## config.mk

```make
export PLATFORM = sky130hd
export DESIGN_NAME = pwm_breath_multi_flat
export DESIGN_NICKNAME = d
export VERILOG_FILES = /design/src/rtl/pwm_breath_multi_if.sv /design/src/rtl/pwm_breath_multi.sv /design/src/flat_wrapper.sv
export SDC_FILE = /design/constraint.sdc
export NUM_CORES = 1
export LEC_CHECK = 0
export ABC_AREA = 1
export CORE_MARGIN = 2
export CORE_UTILIZATION = 40
export CTS_BUF_LIST = sky130_fd_sc_hd__clkbuf_4 sky130_fd_sc_hd__clkbuf_8
export DETAILED_ROUTE_END_ITERATION = 8
export GPL_TIMING_DRIVEN = 0
export PLACE_DENSITY = 0.58
export SLEW_MARGIN = 20
export SYNTH_ARGS = -nofsm -noshare
export SYNTH_HDL_FRONTEND = slang
export SYNTH_SLANG_ARGS = --single-unit
```

## constraint.sdc

```tcl
create_clock -name clk_i -period 3.6 [get_ports clk_i]
set_clock_uncertainty 0.05 [all_clocks]
set_input_delay 0.72 -clock clk_i [delete_from_list [all_inputs] [get_ports clk_i]]
set_output_delay 0.72 -clock clk_i [all_outputs]
set_load 0.005 [all_outputs]
```

## src/rtl/pwm_breath_multi_if.sv

```systemverilog
// Control and LED-pin bundle for pwm_breath_multi; the controller drives the master side.
// Sideband level signals only, no flow control.
interface pwm_breath_multi_if #(
  parameter int CHANNELS  = 4,
  parameter int PWM_STEPS = 1000
);
  localparam int CNT_W = $clog2(PWM_STEPS + 1);

  logic                      sync_i;
  logic [2*CHANNELS-1:0]     mode_i;
  logic [CNT_W*CHANNELS-1:0] duty_i;
  logic [7:0]                speed_i;
  logic [CHANNELS-1:0]       led_o;
  logic                      cycle_done_o;

  modport master (
    output sync_i, mode_i, duty_i, speed_i,
    input  led_o, cycle_done_o
  );

  modport slave (
    input  sync_i, mode_i, duty_i, speed_i,
    output led_o, cycle_done_o
  );
endinterface

```

## src/rtl/pwm_breath_multi.sv

```systemverilog
// Multi-channel PWM LED driver (off/static/breath/blink) with shadowed settings.
// led_o is registered, 1 clk after a counter/phase change; no backpressure.
module pwm_breath_multi #(
  parameter int CHANNELS      = 4,
  parameter int CLK_FREQUENCY = 100_000_000,
  parameter int TICK_HZ       = 1_000_000,
  parameter int PWM_STEPS     = 1000,
  parameter int STAGGER       = 1,
  parameter int ACTIVE_LOW    = 0
) (
  input logic clk_i,
  input logic rst,
  pwm_breath_multi_if.slave bus
);
  localparam int DIV   = CLK_FREQUENCY / TICK_HZ;
  localparam int MAX   = PWM_STEPS - 1;
  localparam int CNT_W = $clog2(PWM_STEPS + 1);
  localparam int PH_W  = $clog2(2 * MAX);
  localparam int PS_W  = (DIV > 1) ? $clog2(DIV) : 1;
  localparam int W     = (CNT_W > PH_W) ? CNT_W : PH_W;
  localparam logic POL = (ACTIVE_LOW != 0);

  logic [PS_W-1:0]           prescaler;
  logic [CNT_W-1:0]          cnt_pwm;
  logic [7:0]                spd_cnt;
  logic [7:0]                speed_sh;
  logic [2*CHANNELS-1:0]     mode_sh;
  logic [CNT_W*CHANNELS-1:0] duty_sh;
  logic [PH_W-1:0]           ph  [CHANNELS];
  logic [PH_W-1:0]           lvl [CHANNELS];
  logic [CHANNELS-1:0]       raw;
  logic                      tick;
  logic                      wrap;
  logic                      step;

  function automatic logic [PH_W-1:0] init_ph(input int c);
    if (STAGGER != 0) return PH_W'((c * 2 * MAX) / CHANNELS);
    return '0;
  endfunction

  assign tick = (prescaler == PS_W'(DIV - 1));
  assign wrap = tick && (cnt_pwm == CNT_W'(MAX));
  assign step = wrap && (spd_cnt == speed_sh);

  always_ff @(posedge clk_i) begin
    if (rst) begin
      prescaler        <= '0;
      cnt_pwm          <= '0;
      spd_cnt          <= '0;
      speed_sh         <= '0;
      mode_sh          <= '0;
      duty_sh          <= '0;
      bus.led_o        <= {CHANNELS{POL}};
      bus.cycle_done_o <= 1'b0;
      for (int c = 0; c < CHANNELS; c++) ph[c] <= init_ph(c);
    end else begin
      bus.led_o        <= raw ^ {CHANNELS{POL}};
      bus.cycle_done_o <= !bus.sync_i && step && (ph[0] == PH_W'(2 * MAX - 1));
      if (bus.sync_i) begin
        // Restart timing only; shadowed settings survive a sync.
        prescaler <= '0;
        cnt_pwm   <= '0;
        spd_cnt   <= '0;
        for (int c = 0; c < CHANNELS; c++) ph[c] <= init_ph(c);
      end else begin
        prescaler <= tick ? '0 : prescaler + PS_W'(1);
        if (tick) cnt_pwm <= (cnt_pwm == CNT_W'(MAX)) ? '0 : cnt_pwm + CNT_W'(1);
        if (wrap) begin
          mode_sh  <= bus.mode_i;
          duty_sh  <= bus.duty_i;
          speed_sh <= bus.speed_i;
          spd_cnt  <= step ? 8'd0 : spd_cnt + 8'd1;
        end
        if (step) begin
          for (int c = 0; c < CHANNELS; c++)
            ph[c] <= (ph[c] == PH_W'(2 * MAX - 1)) ? '0 : ph[c] + PH_W'(1);
        end
      end
    end
  end

  // Triangle level from the phase: rises 0..MAX then falls back without repeating the peak.
  always_comb begin
    raw = '0;
    for (int c = 0; c < CHANNELS; c++) begin
      lvl[c] = (ph[c] <= PH_W'(MAX)) ? ph[c] : PH_W'(2 * MAX) - ph[c];
      case (mode_sh[2*c +: 2])
        2'b01:   raw[c] = W'(cnt_pwm) < W'(duty_sh[CNT_W*c +: CNT_W]);
        2'b10:   raw[c] = W'(cnt_pwm) < W'(lvl[c]);
        2'b11:   raw[c] = ph[c] < PH_W'(MAX);
        default: raw[c] = 1'b0;
      endcase
    end
  end
endmodule

```

## src/flat_wrapper.sv

```systemverilog
// flat-port wrapper written by rule: the top's interface ports become plain ports
module pwm_breath_multi_flat 
#(
  parameter int CHANNELS      = 4,
  parameter int CLK_FREQUENCY = 100_000_000,
  parameter int TICK_HZ       = 1_000_000,
  parameter int PWM_STEPS     = 1000,
  parameter int STAGGER       = 1,
  parameter int ACTIVE_LOW    = 0
)
  (clk_i, rst, bus_sync_i, bus_mode_i, bus_duty_i, bus_speed_i, bus_led_o, bus_cycle_done_o);
  pwm_breath_multi_if #(.CHANNELS(CHANNELS), .PWM_STEPS(PWM_STEPS)) bus_i ();
  input logic clk_i;
  input logic rst;
  input wire logic [$bits(bus_i.sync_i)-1:0] bus_sync_i;
  input wire logic [$bits(bus_i.mode_i)-1:0] bus_mode_i;
  input wire logic [$bits(bus_i.duty_i)-1:0] bus_duty_i;
  input wire logic [$bits(bus_i.speed_i)-1:0] bus_speed_i;
  output wire logic [$bits(bus_i.led_o)-1:0] bus_led_o;
  output wire logic [$bits(bus_i.cycle_done_o)-1:0] bus_cycle_done_o;
  assign bus_i.sync_i = bus_sync_i;
  assign bus_i.mode_i = bus_mode_i;
  assign bus_i.duty_i = bus_duty_i;
  assign bus_i.speed_i = bus_speed_i;
  assign bus_led_o = bus_i.led_o;
  assign bus_cycle_done_o = bus_i.cycle_done_o;
  pwm_breath_multi #(.CHANNELS(CHANNELS), .CLK_FREQUENCY(CLK_FREQUENCY), .TICK_HZ(TICK_HZ), .PWM_STEPS(PWM_STEPS), .STAGGER(STAGGER), .ACTIVE_LOW(ACTIVE_LOW)) u_core (.clk_i(clk_i), .rst(rst), .bus(bus_i));
endmodule
```

==> results of run 1 <==
## cell type report
class	count	area share
multi-input combinational	826	0.485
sequential	130	0.298
timing repair buffer	63	0.0641
inverter	147	0.0562
tap	270	0.0343
clock buffer	19	0.0266
clock inverter	12	0.0233
buffer	28	0.0127
## metrics by stage
| stage | cells | hold slack (ps) | util |
|---|---|---|---|
| 2_1_floorplan | 1131 | 368 | - |
| 3_3_place_gp | 1464 | 387 | 0.458 |
| 3_5_place_dp | 1464 | 392 | 0.458 |
| 4_1_cts | 1495 | 411 | 0.482 |
| 5_1_grt | 1495 | 433 | 0.482 |
| 6_report | 1495 | 410 | 0.482 |
## routing by layer
metal | global-route usage | vias up | share of wire
li1 | - | 3935 | -
met1 | 0.278 | 3411 | 0.49
met2 | 0.331 | 154 | 0.45
met3 | 0.0336 | 29 | 0.042
met4 | 0.0643 | 0 | 0.020
met5 | 0 | - | 0
## placed cells by master, fill, tap and decap left out, types with 2 or more instances in the layout
cell and n:
nand3_1 57, xor2_1 40, o21ai_0 99, buf_2 4
dfxtp_1 97, clkdlybuf4s50_1 63, xnor2_1 13, clkbuf_1 22
nand4_1 26, edfxtp_1 33, bufinv_16 6, clkbuf_8 19
clkinv_1 3, a21o_1 2, or2_2 2, clkinv_4 4
a21oi_1 101, nand2_2 3, ha_1 84, nor2_1 130
mux2i_1 3, nor3_2 2, inv_2 3, nand3b_1 2
nor3b_1 4, o31ai_1 2, and3_1 2, buf_6 2
nor2_4 3, nor3_1 23, nor2_2 10, nor4_1 5
o211ai_1 5, o21a_1 2, o31a_1 4, nand2_1 189
inv_1 140, a21boi_0 4
## worst max path at each step
stage                                to  slack (ps)  cells past startpoint
finish              u_core.bus.led_o[0]         670                     18
floorplan           u_core.bus.led_o[1]        1160                     16
global route        u_core.bus.led_o[0]         320                     18
detailed placement      u_core.ph[3][6]         440                      3
global placement       u_core.ph[3][10]         440                      3
CTS                     u_core.ph[3][3]         480                      9
## kinds of logic (layout without fill, tap and decap cells)
family	after synthesis	in the layout	synth area share
AOI/OAI and AO/OA	224	224	0.142
xor gates and xnor gates	53	53	0.0554
adders and majority gates	84	84	0.125
buffers and inverters	175	269	0.0809
DFF	130	130	0.350
muxes	3	3	0.00358
and+or+nand+nor	462	462	0.243
## worst max-delay path, cell delays in order, from the launching register on
cell and delay, ps:
edfxtp_1 440, nand2_1 120, nor4_1 370, nand2_1 160, nand2_1 90, nand2_1 200
inv_1 190, nand2_1 60, o21ai_0 110, ha_1 290, a21oi_1 130, nor2_1 60
nor3_1 140, nor2_1 70, nor2_1 80, nand3_1 70, nand3_1 70, nand2_1 90
inv_1 90
## sequential cells by signal (all words and copies together), names as in the netlist
| name | cells |
|---|---|
| u_core.duty_sh | 40 |
| u_core.prescaler | 7 |
| u_core.ph | 44 |
| u_core.speed_sh | 8 |
| u_core.bus.cycle_done_o | 1 |
| u_core.cnt_pwm | 10 |
| u_core.bus.led_o | 4 |
| u_core.mode_sh | 8 |
| u_core.spd_cnt | 8 |
## power groups by stage
stage | registers [uW] | logic (uW) | clock network [uW]
after floorplan | 1570 | 157 | 0
after global placement | 1580 | 267 | 0
after detailed placement | 1570 | 268 | 0
after CTS | 1540 | 271 | 1580
after global routing | 1550 | 308 | 1640
final | 1540 | 271 | 1540
## cell usage after synthesis (all sizes together)
cell    count  share of area
a211oi      1        0.00090
a21boi      4         0.0036
a21o        2         0.0018
a21oi     102          0.061
a41oi       1         0.0010
and3        2         0.0015
buf         6         0.0051
clkbuf     22         0.0099
clkinv      4         0.0019
dfxtp      97           0.23
edfxtp     33           0.12
ha         84           0.13
inv       143          0.064
mux2i       3         0.0036
nand2     193          0.088
nand3      59          0.037
nand3b      2         0.0018
nand4      26          0.019
nor2      143          0.070
nor3       25          0.016
nor3b       4         0.0036
nor4        5         0.0037
o211ai      5         0.0045
o21a        2         0.0018
o21ai     100          0.060
o21bai      1        0.00090
o31a        4         0.0042
o31ai       2         0.0018
or2         3         0.0022
xnor2      13          0.014
xor2       40          0.042
==> flow_metrics.tcl, run 1 <==
set metrics [dict create \
    status "completed" \
    cts-root-buf "clkbuf_8" \
    ant_nets 0 \
    period_minus_slack_ps 2930 \
    cts_setup_buffers 0 \
    multiInputGateArea_um2 4770 \
    antenna_found_initial 0 \
    p_per_area_nw_per_um2 341 \
    dr.pass1.iters 5 \
    ys_warn_count 0 \
    diodes 0 \
    ys_types 44 \
    hp-start "u_core.prescaler[0]" \
    reg2reg_depth 18 \
    fin_area_um2 9840 \
    cts_tree "yes" \
    clock_latency_ps 460 \
    portBuffers 63 \
    p_leak_uw 0.00432 \
    final_nets 1356 \
    cts_buffer_depth 2 \
    yosysSeqAreaShare 0.350 \
    clk_pin_slew_ps 80 \
    drive_above_1_share 0.0531 \
    grt_usage 0.204 \
    power.switching_uw 785 \
    hold_class "flop to flop" \
    finalHoldViolCount 0 \
    max_slew.worst_pin.slew_ps 892 \
    slew_headroom 0.401 \
    maxSlewViolCount 0 \
    cts_sinks 130 \
    critPathMaxFanout 9 \
    critical_path_class "flop to flop" \
    internal_power_uw 2570 \
    via_per_inst 5.04 \
    avgSynthCellArea_um2 7.41 \
    grt_pass1_vias 7101 \
    detailed_place.area_um2 9350 \
    synth_seq_cells 130 \
    core_area_um2 20400 \
    clock.fmax_ghz 0.342 \
    switching_share 0.234 \
    finalCritPeriodShare 0.813 \
    wl_per_cell_um 14.5 \
    finalSetupTns_ps 0 \
    setup_viol 0 \
    grt_pass1_wl_um 35400 \
    initial_utilization 0.410 \
    drc_errors 0 \
    crit_arrival_ps 3270 \
    num_rows 52 \
    syn_nets 1274 \
    die_area_um2 22100 \
    pwr-share-comb 0.081 \
    grt.overflow.total 0 \
    drtIter0Drc 471 \
    fillers 2094 \
    critPathCaptureType "flop" \
    mappedNetlistArea_um2 8380 \
    seq_power_share 0.460 \
    h-tree-depth 4 \
    cts_resized 0 \
    postCtsHoldBufs 0 \
    drv_cap 0 \
    required_ps 3950 \
    r2r_setup_slack_ps 670 \
    syn_inst 1131 \
    critPathLaunch "u_core.ph[0][7]" \
    cts_buffers 17 \
    place_congestion 0.886 \
    vias 7529 \
    ir_worst_vdd_mv 0.228 \
    dp_hpwl_um 16200 \
    worstHoldEndpoint "u_core.prescaler[0]" \
    rr_endpoint "u_core.bus.led_o[0]" \
    io_pins 64 \
    die_h_um 149 \
    die_x_um 149 \
    clock_power_share 0.460 \
    hold_depth 1 \
    area.sequential_um2 2930 \
    start_kind "flop" \
    rr_startpoint "u_core.ph[0][7]" \
    areaGrowthSynthToFinish_pct 17.4 \
    post-place-ws_ps 436 \
    rsz0062_at_grt "no" \
    finalWirelength_um 21700 \
    power_uw 3350 \
    grt_max_degree 23 \
    setup_ws_ps 673 \
]
Note: power is estimated with default switching activity, not from simulation.
==> run 2: changes to the inputs <==
==> constraint.sdc (replaced) <==
create_clock -name clk_i -period 2.7 [get_ports clk_i]
set_clock_uncertainty 0.05 [all_clocks]
set_input_delay 0.54 -clock clk_i [delete_from_list [all_inputs] [get_ports clk_i]]
set_output_delay 0.54 -clock clk_i [all_outputs]
set_load 0.005 [all_outputs]
==> flow_metrics.tcl, run 2 (same netlist as run 1, synthesis figures left out) <==
set metrics [dict create \
    detailed_place.area_um2 9350 \
    drtIter0Drc 411 \
    rr_startpoint "u_core.ph[3][7]" \
    required_ps 3050 \
    via_per_inst 5.03 \
    final_common_cell "nand2_1" \
    grt.overflow.total 0 \
    clk_pin_slew_ps 80 \
    ant_nets 0 \
    die_x_um 149 \
    cts_buffers 17 \
    setup_viol 0 \
    vias 7663 \
    rsz0062_at_grt "yes" \
    grt_usage 0.205 \
    place_congestion 0.886 \
    worstHoldEndpoint "u_core.prescaler[0]" \
    slew_headroom 0.364 \
    p_per_area_nw_per_um2 443 \
    p_leak_uw 0.00449 \
    internal_power_uw 3460 \
    die_area_um2 22100 \
    die_h_um 149 \
    grt_pass1_vias 7156 \
    hp-start "u_core.prescaler[0]" \
    cts-root-buf "clkbuf_8" \
    portBuffers 63 \
    pwr-share-comb 0.092 \
    ir_worst_vdd_mv 0.306 \
    finalCritPeriodShare 0.998 \
    final_cells 1522 \
    h-tree-depth 4 \
    fin_area_um2 10200 \
    max_slew.worst_pin.slew_ps 946 \
    drc_errors 0 \
    cts_buffer_depth 2 \
    globalRouteMet3Util 0.0336 \
    crit_arrival_ps 3040 \
    met2_usage 0.335 \
    hold_class "flop to flop" \
    finalWirelength_um 22400 \
    grt_max_degree 23 \
    areaGrowthSynthToFinish_pct 22.0 \
    seq_power_share 0.453 \
    finalSetupTns_ps 0 \
    clock_latency_ps 460 \
    io_pins 64 \
    status "completed" \
    antenna_found_initial 0 \
    critPathCaptureType "flop" \
    wl_per_cell_um 14.7 \
    hold_depth 1 \
    finalHoldViolCount 0 \
    final_cell_mix "nand2_1, inv_1, nor2_1" \
    power.switching_uw 1070 \
    dp_cells 1464 \
    critPathMaxFanout 7 \
    clock_power_share 0.455 \
    period_minus_slack_ps 2690 \
    grt_pass1_wl_um 35700 \
    core_area_um2 20400 \
    reg2reg_depth 21 \
    busiest_layer "met2" \
    r2r_setup_slack_ps 6 \
    dp_hpwl_um 16200 \
    largestRegisters "u_core.ph: 44 flops, u_core.duty_sh: 40 flops, u_core.cnt_pwm: 10 flops" \
    cts_tree "yes" \
    largest_reg_flops 44 \
    maxSlewViolCount 0 \
    postCtsHoldBufs 0 \
    gr-usage-met1 0.279 \
    final_nets 1382 \
    critical_path_class "flop to flop" \
    drv_cap 0 \
    cts_sinks 130 \
    num_rows 52 \
    dr.pass1.iters 5 \
    rr_endpoint "u_core.bus.led_o[3]" \
    clock.fmax_ghz 0.371 \
    regMostFlops "u_core.ph" \
    initial_utilization 0.410 \
    start_kind "flop" \
    switching_share 0.237 \
    drive_above_1_share 0.107 \
]
[run 2: changes by cell type in the layout (fill, tap and decap cells not counted), moves of 6 or more]
| cell | change |
|---|---|
| buf_4 | +27 |
| dfxtp_1 | -8 |
| dfxtp_2 | +7 |
| nand2_1 | -9 |
| nand2_2 | +6 |
| nor2_1 | -8 |
| nor2_2 | +6 |
[run 2: worst max path at each step]
stage | start | endpoint | slack [ps] | cells after the start
finish | u_core.ph[3][7] | u_core.bus.led_o[3] | 6 | 21
global route | u_core.ph[3][7] | u_core.bus.led_o[3] | -180 | 21
CTS | u_core.ph[0][10] | u_core.bus.led_o[0] | 8 | 17
detailed placement | u_core.cnt_pwm[1] | u_core.ph[3][6] | -390 | 9
global placement | u_core.cnt_pwm[1] | u_core.ph[3][10] | -320 | 9
floorplan | u_core.ph[1][0] | u_core.bus.led_o[1] | 260 | 16
[run 2: layout make-up]
cell class,instances,area [um2]
well taps,270,338
clock inverters,12,229
clock buffers,19,262
plain buffers,28,150
multi-input cells,826,4920
diodes,1,2.50
fillers,2045,10200
repair buffers,89,826
flip-flops and latches,130,2950
inverters,147,553
[run 2: routing by layer]
layer / vias up / part of all wire
li1: 3997 / -
met1: 3512 / 0.49
met2: 125 / 0.45
met3: 29 / 0.035
met4: 0 / 0.020
met5: - / 0
[run 2: critical path, stage by stage (launching register included)]
cell and delay (ps):
edfxtp_1 420, nand2_2 110, nor2_4 150, inv_2 70, nor3_4 180, nand2_1 110, nand2_1 110, nand2_2 70
buf_6 140, buf_4 140, nand2_1 50, o21ai_0 100, ha_2 190, a21oi_2 120, nor2_1 60, nor3_1 170
nor2_1 60, nor2_1 90, nand3_1 60, nand3_1 60, nand2_1 50, inv_1 70
[run 2: repair_timing]
| action | CTS | global route |
|---|---|---|
| endpoints found under the setup margin | 46 | 66 |
| gates resized for setup | 11 | 57 |
| pin swaps | 0 | 19 |
| setup buffers | 5 | 21 |
[run 2: stage by stage]
stage / setup slack, ps / total power (uW) / util / hold slack [ps]
floorplan: 260 / 2300 / - / 368
global placement: -317 / 2460 / 0.458 / 387
detailed placement: -390 / 2460 / 0.458 / 392
CTS: 7.93 / 4530 / 0.485 / 411
global route: -176 / 4700 / 0.500 / 433
finish: 6.05 / 4530 / 0.501 / 409
[run 2: power groups by stage]
stage	Sequential, uW	Clock, uW	Combinational, uW
finish	2050	2060	417
floorplan	2090	0	209
detailed placement	2100	0	357
global route	2060	2180	466
global placement	2100	0	356
CTS	2050	2100	374
==> run 3: changes to the inputs <==
--- a/config.mk
+++ b/config.mk
@@ -11,6 +11,7 @@
 export CTS_BUF_LIST = sky130_fd_sc_hd__clkbuf_4 sky130_fd_sc_hd__clkbuf_8
 export DETAILED_ROUTE_END_ITERATION = 8
 export GPL_TIMING_DRIVEN = 0
+export HOLD_SLACK_MARGIN = 0.12
 export PLACE_DENSITY = 0.58
 export SLEW_MARGIN = 20
 export SYNTH_ARGS = -nofsm -noshare
==> results of run 3 <==
The final DEF is identical to that of run 2; final timing and power are the same.
